[config.mk]
export PLATFORM = sky130hd
export DESIGN_NAME = fc_layer_sequencer
export DESIGN_NICKNAME = d
export VERILOG_FILES = /design/src/rtl/fc_pkg.sv /design/src/rtl/fc_down_counter.sv /design/src/rtl/fc_layer_sequencer.sv
export SDC_FILE = /design/constraint.sdc
export NUM_CORES = 2
export LEC_CHECK = 0
export ABC_AREA = 1
export BUFFER_PORTS_ARGS = -buffer_cell sky130_fd_sc_hd__buf_4
export CORE_AREA = 2 2 403 405
export CTS_CLUSTER_DIAMETER = 150
export CTS_CLUSTER_SIZE = 25
export DETAILED_ROUTE_END_ITERATION = 12
export DIE_AREA = 0 0 405 407
export SYNTH_ARGS = -nofsm -noshare
export SYNTH_HDL_FRONTEND = slang
export SYNTH_SLANG_ARGS = --single-unit
[constraint.sdc]
create_clock -name clk -period 4.7 [get_ports clk]
set_input_delay 0.47 -clock clk [delete_from_list [all_inputs] [get_ports clk]]
set_output_delay 0.47 -clock clk [all_outputs]
set_load 0.02 [all_outputs]
[src/rtl/fc_pkg.sv]
// Shared definitions for the fully-connected layer: sequencer state encoding
// and the activation width default used by the PE array layers.
`timescale 1ns/1ps
package fc_pkg;

  localparam int FC_DATA_WIDTH = 8;

  typedef enum logic [2:0] {
    ST_IDLE   = 3'd0,
    ST_CLEAR  = 3'd1,
    ST_STREAM = 3'd2,
    ST_DRAIN  = 3'd3,
    ST_DONE   = 3'd4
  } fc_state_e;

  function automatic int fc_max(input int a, input int b);
    return (a > b) ? a : b;
  endfunction

endpackage

[src/rtl/fc_down_counter.sv]
// Loadable down-counter that saturates at zero; tc flags the terminal count.
`timescale 1ns/1ps
module fc_down_counter #(
  parameter int WIDTH = 8
) (
  input  logic             clk,
  input  logic             reset,
  input  logic             load,
  input  logic [WIDTH-1:0] load_value,
  input  logic             en,
  output logic [WIDTH-1:0] count,
  output logic             tc
);

  always_ff @(posedge clk or negedge reset) begin
    if (!reset) begin
      count <= '0;
    end else if (load) begin
      count <= load_value;
    end else if (en && (count != '0)) begin
      count <= count - WIDTH'(1);
    end
  end

  assign tc = (count == '0);

endmodule

[src/rtl/fc_layer_sequencer.sv]
// Streams a captured activation vector to the PE array one element per cycle,
// highest index first, framed by an accumulator clear and a PE drain window.
`timescale 1ns/1ps
module fc_layer_sequencer
  import fc_pkg::*;
#(
  parameter int DATA_WIDTH  = FC_DATA_WIDTH,
  parameter int INPUT_NODES = 128,
  parameter int PE_LATENCY  = 3
) (
  input  logic                                clk,
  input  logic                                reset,
  input  logic                                start,
  input  logic                                abort,
  input  logic [DATA_WIDTH*INPUT_NODES-1:0]   input_fc,
  output logic [DATA_WIDTH-1:0]               selected_input,
  output logic                                elem_valid,
  output logic [$clog2(INPUT_NODES)-1:0]      elem_index,
  output logic                                pe_clear,
  output logic                                busy,
  output logic                                done,
  output logic [2:0]                          state
);

  localparam int IDX_W = $clog2(INPUT_NODES);
  localparam int CNT_W = fc_max(IDX_W, 4);
  localparam logic [CNT_W-1:0] STREAM_LOAD = CNT_W'(INPUT_NODES - 1);
  localparam logic [CNT_W-1:0] DRAIN_LOAD  = CNT_W'((PE_LATENCY > 0) ? PE_LATENCY - 1 : 0);

  fc_state_e                         st;
  logic [DATA_WIDTH*INPUT_NODES-1:0] shadow;
  logic [CNT_W-1:0]                  cnt;
  logic [CNT_W-1:0]                  next_cnt;
  logic [CNT_W-1:0]                  cnt_load_value;
  logic                              cnt_tc;
  logic                              cnt_load;
  logic                              cnt_en;

  // One counter serves both phases: it holds the index being presented in
  // STREAM and the remaining drain cycles in DRAIN.
  always_comb begin
    cnt_load       = 1'b0;
    cnt_load_value = STREAM_LOAD;
    cnt_en         = 1'b0;
    if (!abort) begin
      case (st)
        ST_CLEAR:  cnt_load = 1'b1;
        ST_STREAM: begin
          if (cnt_tc) begin
            cnt_load       = (PE_LATENCY > 0);
            cnt_load_value = DRAIN_LOAD;
          end else begin
            cnt_en = 1'b1;
          end
        end
        ST_DRAIN:  cnt_en = !cnt_tc;
        default:   ;
      endcase
    end
  end

  fc_down_counter #(.WIDTH(CNT_W)) u_counter (
    .clk        (clk),
    .reset      (reset),
    .load       (cnt_load),
    .load_value (cnt_load_value),
    .en         (cnt_en),
    .count      (cnt),
    .tc         (cnt_tc)
  );

  assign next_cnt = cnt - CNT_W'(1);
  assign state    = st;

  always_ff @(posedge clk or negedge reset) begin
    if (!reset) begin
      st             <= ST_IDLE;
      shadow         <= '0;
      selected_input <= '0;
      elem_valid     <= 1'b0;
      elem_index     <= '0;
      pe_clear       <= 1'b0;
      busy           <= 1'b0;
      done           <= 1'b0;
    end else if (abort && (st != ST_IDLE)) begin
      st             <= ST_IDLE;
      selected_input <= '0;
      elem_valid     <= 1'b0;
      elem_index     <= '0;
      pe_clear       <= 1'b0;
      busy           <= 1'b0;
      done           <= 1'b0;
    end else begin
      case (st)
        ST_IDLE: begin
          if (start && !abort) begin
            shadow   <= input_fc;
            st       <= ST_CLEAR;
            pe_clear <= 1'b1;
            busy     <= 1'b1;
          end
        end
        ST_CLEAR: begin
          st             <= ST_STREAM;
          pe_clear       <= 1'b0;
          elem_valid     <= 1'b1;
          elem_index     <= IDX_W'(INPUT_NODES - 1);
          selected_input <= shadow[DATA_WIDTH*(INPUT_NODES-1) +: DATA_WIDTH];
        end
        ST_STREAM: begin
          if (cnt_tc) begin
            elem_valid     <= 1'b0;
            selected_input <= '0;
            elem_index     <= '0;
            if (PE_LATENCY > 0) begin
              st <= ST_DRAIN;
            end else begin
              st   <= ST_DONE;
              done <= 1'b1;
            end
          end else begin
            elem_index     <= IDX_W'(next_cnt);
            selected_input <= shadow[DATA_WIDTH*int'(next_cnt) +: DATA_WIDTH];
          end
        end
        ST_DRAIN: begin
          if (cnt_tc) begin
            st   <= ST_DONE;
            done <= 1'b1;
          end
        end
        ST_DONE: begin
          st   <= ST_IDLE;
          done <= 1'b0;
          busy <= 1'b0;
        end
        default: st <= ST_IDLE;
      endcase
    end
  end

endmodule

After elaboration in Yosys (flattened, before gate mapping):

Index checks and enable logic that the tools add are counted.

* flip-flop bits (word level): 1053
* output and inout port bits: 22
* logic and storage cells: 72

* $add $sub $neg: 1
* equal/unequal tests: 7
* shifts and indexed selects: 1
* multiplexer cells: 33
* bitwise gates (word level): 1
* reduce and logical (&&, ||, !) cells: 20

Operators with widths (number)
* variable part select 1024 x 11 -> 8 bit: 1
* two-way mux 7 bit: 7
* two-way mux 8 bit: 2
* case mux 8 bit (2 select lines): 1
* nonzero test 3 bit: 5
* case mux 7 bit (2 select lines): 1
* two-way mux 3 bit: 4
* case mux 1 bit (2 select lines): 6
* case mux 3 bit (4 select lines): 1
* two-way mux 1 bit: 11
* inequality test 3 bit, second input constant: 3
* AND reduction 2 bit: 4
* logical NOT 7 bit: 1
* nonzero test 7 bit: 1
* subtractor 7 x 1 -> 7 bit, second input constant: 1
* == test 3 x 2 -> 1 bit, second input constant: 2
* AND reduction 3 bit: 2
* == test 3 x 1 -> 1 bit, second input constant: 1
* == test 3 bit, second input constant: 1
* logical AND 1 bit: 3
* logical NOT 3 bit: 1
* logical NOT 1 bit: 2
* nonzero test 2 bit: 1
* inverter 1 bit: 1

Logic depth before layout (Yosys ltp):

* depth after elaboration: 7
* mapped depth: 22

Hierarchy:

A second synthesis with hierarchy kept.

* cell total of the unflattened synthesis: 6423
* area, all modules: 49582.6 µm²

Modules (own cells, without submodules)
* fc_layer_sequencer: instances 1, cells each 6348, area an instance 49097.1 µm², seq. area each 26175.1 µm²
* fc_down_counter: instances 1, cells each 75, area an instance 485.5 µm², seq. area each 175.2 µm²

Worst setup path before layout:

Ideal clock, no wire load.

* kind: register to register
* start point: reg u_counter.count[0]
* end point: reg selected_input[7]
* library setup time: 0.117 ns
* data arrival time: 2.485 ns
* required time: 4.583 ns
* slack: 2.099 ns
* cell stages (with the launch flop): 19
* path buffers: 6
* cell sequence: dfrtp_1 -> buf_6 -> inv_2 -> buf_6 -> buf_6 -> buf_2 -> ha_1 -> inv_2 -> clkbuf_1 -> clkbuf_1 -> nand3_1 -> nand3_1 -> nand3_1 -> nand3_1 -> nand3_1 -> nand3_1 -> nand3_1 -> nand2_1 -> nand2_1

* word-level cells in the longest chain between the ends: 5

Ends and longest elaborated chain
* start: declaration: line fc_down_counter.sv:11 `output logic [WIDTH-1:0] count,`
* start signal: assignment: line fc_down_counter.sv:19 `count <= load_value;`
* start signal: assignment: line fc_down_counter.sv:21 `count <= count - WIDTH'(1);`
* subtractor 7 x 1 -> 7 bit: line fc_layer_sequencer.sv:72 `assign next_cnt = cnt - CNT_W'(1);`
* variable part select 1024 x 11 -> 8 bit: line fc_layer_sequencer.sv:123 `selected_input <= shadow[DATA_WIDTH*int'(next_cnt) +: DATA_WIDTH];`
* two-way mux 8 bit (*): line fc_layer_sequencer.sv:111 `if (cnt_tc) begin`
* case mux 8 bit (2 select lines) (*): line fc_layer_sequencer.sv:94 `case (st)`
* two-way mux 8 bit (*): line fc_layer_sequencer.sv:85 `end else if (abort && (st != ST_IDLE)) begin`
* end signal: assignment: line fc_layer_sequencer.sv:108 `selected_input <= shadow[DATA_WIDTH*(INPUT_NODES-1) +: DATA_WIDTH];`
* end signal: assignment: line fc_layer_sequencer.sv:123
* end: declaration: line fc_layer_sequencer.sv:16 `output logic [DATA_WIDTH-1:0] selected_input,`

Every way passes the cells marked *; elsewhere a longest branch is shown, timed or not.
A chain may end at the register's enable or synchronous reset.

Worst setup path after layout:

* start point: reg u_counter.count[0]
* end point: reg selected_input[1]

The elaborated chain is that of the path after synthesis.

==> run_results.csv <==
group,metric,value,unit
grt,grt_usage,27.6,%
setup_path,max_stage_delay,740,ps
route,firstDrtPassIters,7,
clocking,clock-root-buffer,"clkbuf_16",
layout,nFillCells,15800,
synthesis,yosys.area_share.simple,38.6,%
min_path,hold_depth,3,
grt,grt_max_degree,210,
synthesis,synth_adder_area_share,0.0502,%
synthesis,synth-xor-area-share,0.0829,%
setup_path,crit_path_end_kind,"register",
clocking,post_cts_buffers,0,
setup_path,rr_worst_depth,15,
synthesis,syn_area,0.0498,mm²
min_path,min_to,"shadow[1016]",
timing,hold_ws,43.9,ps
synthesis,synth-seq-cells,1053,
timing,clock-skew-final,41.9,ps
floorplan,initial_utilization,31.1,%
timing,tns,0,ps
setup_path,cp.required,5290,ps
grt,grt_pass1_vias,52700,
timing,fmax,257,MHz
power,p_total,43.2,mW
power,p_leak,36.0,nW
clocking,cts_resized,0,
route,antenna_left,0,
min_path,hp-start,"input_fc[1016]",
synthesis,synth_top_family_by_area,"simple AND/OR/NAND/NOR gates",
place,gp_congestion,0.950,
floorplan,io_pins,1050,
layout,drive_gt1_share,14.3,%
setup_path,rr_endpoint,"selected_input[1]",
timing,finalCriticalPeriod,3890,ps
setup_path,cp-start-kind,"register",
timing,worst_slew_pin_slew,1180,ps
synthesis,synth_compound_area_share,2.79,%
setup_path,cp.arrival,4480,ps
setup_path,cp_slowest_cell,"buf_4",
synthesis,syn_nets,7784,
route,viasPerCell,4.97,
layout,area_growth,41.2,%
clocking,cts_made_buffers,49,
timing,worst_slack,811,ps
route,wirelength,235,mm
route,drtIter0Drc,5250,
grt,antenna_found_initial,66,
clocking,cts_buffer_depth,3,
clocking,cts.sinks,1053,
clocking,cts_tree,"built",
timing,drv_slew,0,
route,vias,52900,
timing,hold_violations,0,
timing,rsz0062_at_grt,"false",
setup_path,cp_top_family,"simple AND/OR/NAND/NOR gates",
synthesis,synthArstFlopShare,100,%
power,ir_drop,0.874,mV
synthesis,netlist_instances,6754,
min_path,holdCritPathClass,"input port to register",
run,max_cap_viol_count,0,
floorplan,die_area,0.165,mm²
grt,grt_first_pass_wirelength,340,mm
grt,overflow,0,
setup_path,r2r_start,"u_counter.count[0]",
synthesis,ys.flop_type,"dfrtp_1",
floorplan,num_rows,147,
setup_path,worstPathCellList,"buf_12, buf_4, nand2_1, nand3_1, nand2_1, nand2_1, nand3_1, nand3_1, nand3_1, nand2_1, nand2_1, nand3_1, nand2_1, nand2_1, nand2_1",
layout,nNetsFinal,9455,
synthesis,synth_area_per_cell,7.37,µm²
setup_path,cp_max_fo,178,
synthesis,synth.mux.area_fraction,0,%
place,portBuffers,1049,
timing,setup_viol,0,
synthesis,synth.distinct_cells,25,
timing,slew_headroom,21.5,%
clocking,clk_pin_slew_worst_paths,130,ps
outcome,outcome,"finished, final reports clean",
clocking,cts_htree_levels,2,
clocking,clk_latency,690,ps
power,powerDensity,614,mW/mm²
route,wl_per_cell,22.1,µm
place,dp_hpwl,162,mm
synthesis,seq_area_frac_synth,52.9,%
setup_path,crit_type,"register to register",
route,route.detailed.drc,0,
synthesis,yosys_warnings,0,
clocking,holdBufCountCts,943,
synthesis,synth_edf_count,0,
place,pre_cts_ws,821,ps
setup_path,path_buf_inv,2,
setup_path,reg2reg_slack,810,ps
floorplan,die_w,405,µm
floorplan,coreArea,0.160,mm²
timing,min_period_over_period,82.8,%
setup_path,crit_top_cell,"nand2_1",
floorplan,fp.dieH,407,µm
-- sequential cells by signal (all words and copies together), names as in the netlist --
register and cells:
done 1, pe_clear 1, state 3, elem_valid 1, u_counter.count 7, shadow 1024
selected_input 8, busy 1, elem_index 7
-- synthesized netlist by cell type (8+ instances only) --
cell / number / area share [%]
clkbuf_1: 140 / 1.1
buf_2: 260 / 2.6
buf_4: 16 / 0.24
o21ai_0: 195 / 2.0
inv_2: 8 / 0.060
buf_1: 26 / 0.20
nor3_1: 10 / 0.10
nor2_1: 28 / 0.21
a21oi_1: 69 / 0.69
buf_6: 8 / 0.18
nand3_1: 930 / 9.3
dfrtp_1: 1053 / 53
inv_1: 158 / 1.2
nand2_1: 3834 / 29
-- report_power, final --
| part | leakage [nW] | internal, mW | switching, mW | total, mW |
|---|---|---|---|---|
| sequential | 13.1 | 13.2 | 2.41 | 15.6 |
| clock | 0.669 | 1.97 | 3.21 | 5.18 |
| combinational | 22.2 | 7.12 | 15.3 | 22.4 |
-- logic make-up (layout without fill, tap and decap cells) --
group | count (synthesis) | after routing
flip-flops | 1053 | 1053
adder cells (fa/ha/maj) | 2 | 2
XOR/XNOR | 3 | 3
other | 0 | 55
buffers and inverters | 617 | 2296
AO/OA/AOI/OAI | 273 | 273
AND/OR/NAND/NOR | 4806 | 4806
-- placed cells by master, fill, tap and decap left out, types with 2 or more instances in the layout --
cell | synthesis | layout
dfrtp_1 | 1053 | 1052
nor3_1 | 10 | 10
nand2_1 | 3834 | 3830
o21ai_1 | 2 | 2
buf_4 | 16 | 1090
o211ai_1 | 2 | 2
clkinv_8 | 0 | 3
inv_1 | 158 | 157
dlygate4sd3_1 | 0 | 943
clkbuf_16 | 0 | 50
inv_6 | 0 | 3
nand3_1 | 930 | 930
a21oi_1 | 69 | 69
inv_2 | 8 | 5
diode_2 | 0 | 55
inv_8 | 0 | 3
nor2_1 | 28 | 28
o21ai_0 | 195 | 195
buf_12 | 0 | 36
nand2_2 | 2 | 2
nand2_4 | 0 | 4
o221ai_1 | 4 | 4
xor2_4 | 0 | 2
-- stage by stage --
step / instances / instance area, µm² / util, %
finish: 10600 / 70300 / 43.9
detailed placement: 9591 / 59400 / 37.1
global route: 10600 / 70300 / 43.9
global placement: 9591 / 59400 / 37.1
floorplan: 6754 / 49800 / -
CTS: 10600 / 70200 / 43.8
-- worst max-delay path by stage --
stage                                   from                end  cells after the start
after global routing      u_counter.count[0]  selected_input[1]                     15
after CTS                 u_counter.count[0]  selected_input[2]                     17
final                     u_counter.count[0]  selected_input[1]                     15
after detailed placement  u_counter.count[0]  selected_input[2]                     17
after global placement    u_counter.count[0]  selected_input[2]                     17
after floorplan           u_counter.count[0]  selected_input[7]                     18
-- per-layer routing --
metal | vias up | global-route usage, % | part of all wire [%]
met5 | - | 0 | 0.090
met4 | 32 | 13.9 | 5.5
met3 | 530 | 4.41 | 6.8
met2 | 2343 | 44.8 | 47
met1 | 25600 | 35.6 | 41
li1 | 24400 | - | -
-- worst reg2reg max path, delay by kind of cell, from the launching register on --
kind                   cells  cell delay [ps]
buffers and inverters      2             1440
flip-flops                 1              530
AND/OR/NAND/NOR           13             1820
-- final cells by class --
| cell class | count | area (µm²) | share of cell area (%) |
|---|---|---|---|
| Timing Repair Buffer | 2070 | 18400 | 26.1 |
| Sequential cell | 1053 | 26400 | 37.5 |
| Clock buffer | 52 | 1270 | 1.80 |
| Antenna cell | 55 | 138 | 0.196 |
| Inverter | 167 | 654 | 0.931 |
| Clock inverter | 7 | 95.1 | 0.135 |
| Multi-Input combinational cell | 5084 | 20800 | 29.5 |
| Tap cell | 2160 | 2700 | 3.84 |
(Power assumes the default switching activity.)
